`src/rtl/ni_injector.sv`:
```
// ni_injector: segments local core packet requests into stamped flits for the router local port;
// self-addressed packets are drained and flagged instead of injected.
module ni_injector #(
  parameter int CORD_X       = 1,
  parameter int CORD_Y       = 1,
  parameter int WIDTH_COORD  = 3,
  parameter int DATA_W       = 32,
  parameter int LEN_W        = 2,
  parameter int PKTID_W      = 4,
  parameter int STARVE_LIMIT = 16
) (
  input  logic                     clk,
  input  logic                     reset,
  input  logic                     req_valid,
  output logic                     req_ready,
  input  logic [2*WIDTH_COORD-1:0] req_dst,
  input  logic [LEN_W-1:0]         req_len,
  input  logic                     data_valid,
  output logic                     data_ready,
  input  logic [DATA_W-1:0]        data_in,
  output logic                     flit_valid,
  input  logic                     flit_ready,
  output logic [2*WIDTH_COORD-1:0] flit_dst,
  output logic [2*WIDTH_COORD-1:0] flit_src,
  output logic [PKTID_W-1:0]       flit_pktid,
  output logic [LEN_W-1:0]         flit_seq,
  output logic                     flit_head,
  output logic                     flit_tail,
  output logic [DATA_W-1:0]        flit_data,
  output logic                     drop_self,
  output logic                     starve
);
  localparam int CW = $clog2(STARVE_LIMIT + 1);
  localparam logic [2*WIDTH_COORD-1:0] SELF = {WIDTH_COORD'(CORD_Y), WIDTH_COORD'(CORD_X)};
  localparam logic [CW-1:0] LIMIT = CW'(STARVE_LIMIT);

  typedef enum logic [1:0] {IDLE, LOAD, SEND, DRAIN} state_t;

  state_t                   state, state_nx;
  logic [2*WIDTH_COORD-1:0] dst;
  logic [LEN_W-1:0]         len, seq;
  logic [PKTID_W-1:0]       pktid, pkt_cnt;
  logic [DATA_W-1:0]        data;
  logic [CW-1:0]            stall, stall_nx;
  logic                     drop_q, starve_q;
  logic                     accept, is_self, is_tail, take;

  assign req_ready  = state == IDLE && !reset;
  assign accept     = req_valid && req_ready;
  assign is_self    = req_dst == SELF;
  assign is_tail    = seq == len;
  assign flit_valid = state == SEND;
  // In SEND the next word may only be taken alongside the current flit's acceptance.
  assign data_ready = state == LOAD || state == DRAIN || (flit_valid && flit_ready && !is_tail);
  assign take       = data_valid && data_ready;
  assign stall_nx   = (flit_valid && !flit_ready) ? (stall == LIMIT ? stall : stall + 1'b1) : '0;

  assign flit_dst   = dst;
  assign flit_src   = SELF;
  assign flit_pktid = pktid;
  assign flit_seq   = seq;
  assign flit_head  = seq == '0;
  assign flit_tail  = is_tail;
  assign flit_data  = data;
  assign drop_self  = drop_q;
  assign starve     = starve_q;

  always_comb begin
    state_nx = state;
    case (state)
      IDLE:    state_nx = accept ? (is_self ? DRAIN : LOAD) : IDLE;
      LOAD:    state_nx = data_valid ? SEND : LOAD;
      SEND:    state_nx = !flit_ready ? SEND : is_tail ? IDLE : data_valid ? SEND : LOAD;
      DRAIN:   state_nx = (data_valid && is_tail) ? IDLE : DRAIN;
      default: state_nx = IDLE;
    endcase
  end

  always_ff @(posedge clk) begin
    if (reset) begin
      state    <= IDLE;
      dst      <= '0;
      len      <= '0;
      seq      <= '0;
      pktid    <= '0;
      pkt_cnt  <= '0;
      data     <= '0;
      stall    <= '0;
      drop_q   <= 1'b0;
      starve_q <= 1'b0;
    end else begin
      state    <= state_nx;
      drop_q   <= accept && is_self;
      stall    <= stall_nx;
      starve_q <= stall_nx == LIMIT;
      if (accept) begin
        dst <= req_dst;
        len <= req_len;
        seq <= '0;
      end
      if (accept && !is_self) begin
        pktid   <= pkt_cnt;
        pkt_cnt <= pkt_cnt + 1'b1;
      end
      if (take && state != DRAIN) data <= data_in;
      if ((flit_valid && flit_ready && !is_tail) || (state == DRAIN && data_valid && !is_tail))
        seq <= seq + 1'b1;
    end
  end
endmodule

```
`config.mk`:
```
export PLATFORM = sky130hd
export DESIGN_NAME = ni_injector
export DESIGN_NICKNAME = d
export VERILOG_FILES = /design/src/rtl/ni_injector.sv
export SDC_FILE = /design/constraint.sdc
export NUM_CORES = 1
export LEC_CHECK = 0
export ABC_AREA = 1
export CAP_MARGIN = 20
export CORE_AREA = 5 5 84 86
export DETAILED_ROUTE_END_ITERATION = 7
export DIE_AREA = 0 0 89 91
export GPL_ROUTABILITY_DRIVEN = 0
export PLACE_DENSITY = 0.89
export SYNTH_ARGS = -nofsm -noshare
export SYNTH_HDL_FRONTEND = slang
export SYNTH_SLANG_ARGS = --single-unit
```
`constraint.sdc`:
```
create_clock -name clk -period 2.8 [get_ports clk]
set_input_delay 0.28 -clock clk [delete_from_list [all_inputs] [get_ports clk]]
set_output_delay 0.28 -clock clk [all_outputs]
set_load 0.01 [all_outputs]
```
==> metrics.yaml <==
status: "complete, no violations"
synth_cell_types: 26
clock_sinks: 59
grt_first_pass_wirelength_um: 11400
grt_usage_pct: 17.3
route.met2.wl_um: 3400
clock_tree.buffer_depth: 2
post-cts-setup-buffers: 0
regArea_sq_mm: 0.00118
p_leak_nw: 1.72
multi_input_area_sq_mm: 0.00131
timing.rr.end: "flit_data[27]"
relSlewSlack_pct: 64.4
reg2reg_depth: 10
root_buffer: "clkbuf_8"
crit_arrival_ns: 1.71
setup_tns_ns: 0
n_antenna_cell: 0
path_max_fanout: 14
worstReg2RegStart: "flit_seq[0]"
htree_num_levels: 3
io_pins: 102
core_sq_mm: 0.00620
syn_area_sq_mm: 0.00286
antenna_found_initial: 0
die-area_sq_mm: 0.00810
initial_utilization_pct: 46.1
critPathKind: "input pin to output port"
tritoncts: "built"
clock_latency_ns: 0.32
nNetsFinal: 527
place_area_sq_mm: 0.00379
p_per_area_mw_per_mm2: 519
synthesis.instances: 391
gr-total-overflow: 0
cap_violations: 0
synth-seq-cells: 59
clock-skew-final_ns: 0.00629
irDropWorstVdd_uv: 375
wirelength_um: 6710
postSynthAreaPerCell_sq_um: 7.32
routed.top_layer: "met4"
max_freq_mhz: 502
vias: 2652
final_antenna_net_count: 0
final_area_sq_mm: 0.00398
setup_viol: 0
wl_met1_um: 2770
hpwl_um: 4820
hold_buffers: 0
slew_violations: 0
clk_pin_slew_worst_paths_ns: 0.06
whs_path_depth: 2
cts_resized: 0
dr.pass1.iters: 4
vias_per_cell: 4.74
syn_to_final_growth_pct: 39.0
cts_buffers: 9
worstSetupEndpoint: "req_ready"
grt_max_degree: 66
wl_per_cell_um: 12.0
critPathLaunchType: "input pin"
port_buffers: 95
rows: 29
yosysWarningCount: 0
first_global_vias: 2545
fillers: 511
wl_met3_um: 480
r2r_slack_ns: 1.32
finish.utilization_pct: 64.1
drc: 0
cp-end-kind: "output port"
hold_class: "register to register"
finalCritPeriodShare_pct: 71.1
die_y_um: 91
die_w_um: 89
drt_iter0_drc: 90
min_period_ns: 1.99
seq_area_frac_synth_pct: 41.3
hold_viol: 0
cp-startpoint: "reset"
worst_pin_slew_ns: 0.532
rsz0062_at_grt: "false"
drive_above_1_share_pct: 11.8
cp_data_required_time_ns: 2.52
## final cells by class
| type | count | area share (%) |
|---|---|---|
| Multi-Input combinational cell | 256 | 32.9 |
| Clock inverter | 5 | 1.32 |
| Tap cell | 77 | 2.42 |
| Timing Repair Buffer | 98 | 25.0 |
| Inverter | 54 | 5.22 |
| Clock buffer | 11 | 3.55 |
| Sequential cell | 59 | 29.7 |
## cell usage in the layout, fill, tap and decap left out
cell / instances
dfxtp_1: 59
nand3_2: 20
ha_1: 4
clkbuf_1: 1
clkdlybuf4s50_1: 94
bufinv_16: 1
xor2_1: 2
nor2_4: 1
buf_2: 1
o211ai_1: 1
clkinv_4: 1
nor3_4: 1
o21ai_0: 14
nand4_1: 2
nand3_1: 26
xnor2_1: 1
nand2_1: 68
nor2_1: 58
buf_12: 2
inv_1: 48
clkinvlp_4: 1
a21oi_1: 41
inv_2: 5
buf_4: 1
nand2_4: 3
nand2_2: 7
clkbuf_8: 10
conb_1: 6
clkinv_2: 3
o21ai_1: 1
## flip-flops by register name, summed over array words and instances (netlist names)
signal	cells
flit_data	32
flit_dst	6
stall	5
flit_pktid	4
pkt_cnt	4
flit_seq	2
len	2
state	2
drop_self	1
starve	1
## Yosys cell counts
| cell type | instances | area share [%] |
|---|---|---|
| conb_1 | 2 | 0.26 |
| inv_2 | 5 | 0.66 |
| a21oi_1 | 41 | 7.2 |
| ha_1 | 4 | 1.7 |
| o211ai_1 | 1 | 0.26 |
| buf_2 | 7 | 1.2 |
| o21ai_1 | 1 | 0.17 |
| inv_1 | 48 | 6.3 |
| nand3_2 | 20 | 7.0 |
| buf_1 | 2 | 0.26 |
| nor2_4 | 1 | 0.39 |
| nand4_1 | 2 | 0.44 |
| xor2_1 | 2 | 0.61 |
| nand2_4 | 3 | 1.2 |
| xnor2_1 | 1 | 0.31 |
| buf_4 | 6 | 1.6 |
| nand2_1 | 68 | 8.9 |
| nor2_1 | 58 | 7.6 |
| nand2_2 | 7 | 1.5 |
| nand3_1 | 26 | 4.5 |
| dfxtp_1 | 59 | 41 |
| nor3_4 | 1 | 0.57 |
| clkbuf_1 | 4 | 0.52 |
| clkinv_4 | 1 | 0.31 |
| o21ai_0 | 14 | 2.4 |
| buf_6 | 7 | 2.8 |
## cells by family after synthesis
family	Yosys count	share of synthesized area, %
AND/OR/NAND/NOR	186	32.2
buffers and inverters	80	13.6
other	2	0.262
adder cells (fa/ha/maj)	4	1.75
XOR/XNOR	3	0.918
AO/OA/AOI/OAI	57	10.1
flip-flops	59	41.3
## worst max-delay path, stage by stage
cell	delay, ns
clkdlybuf4s50_1	0.68
nor2_1	0.20
clkdlybuf4s50_1	0.55
## where the power goes
part / internal [mW] / leakage [nW] / switching (mW)
logic: 0.202 / 1.14 / 0.200
registers: 0.890 / 0.481 / 0.0285
clock network: 0.431 / 0.0991 / 0.316
total: 1.52 / 1.72 / 0.544
## layer usage
| metal | track usage, % | up-vias |
|---|---|---|
| li1 | - | 1386 |
| met1 | 21.1 | 1192 |
| met2 | 29.0 | 68 |
| met3 | 4.07 | 6 |
| met4 | 7.07 | 0 |
| met5 | 0 | - |
## worst min-delay path by stage
stage	to	startpoint	slack, ns
CTS	flit_data[0]	flit_data[0]	0.49
floorplan	flit_pktid[0]	reset	0.35
finish	flit_data[0]	flit_data[0]	0.48
global placement	len[0]	len[0]	0.46
detailed placement	flit_data[0]	flit_data[0]	0.47
global route	flit_data[9]	flit_data[9]	0.50
## through the flow
stage          hold WS, ns  std cells  worst slack, ns  power (mW)
3_5_place_dp         0.471        544            0.734        1.34
3_3_place_gp         0.459        544            0.795        1.33
6_report             0.481        560            0.809        2.07
2_1_floorplan        0.349        395             1.49        1.17
5_1_grt              0.505        560            0.697        2.18
4_1_cts              0.487        560            0.783        2.10
Power figures use the tool's default switching activity.
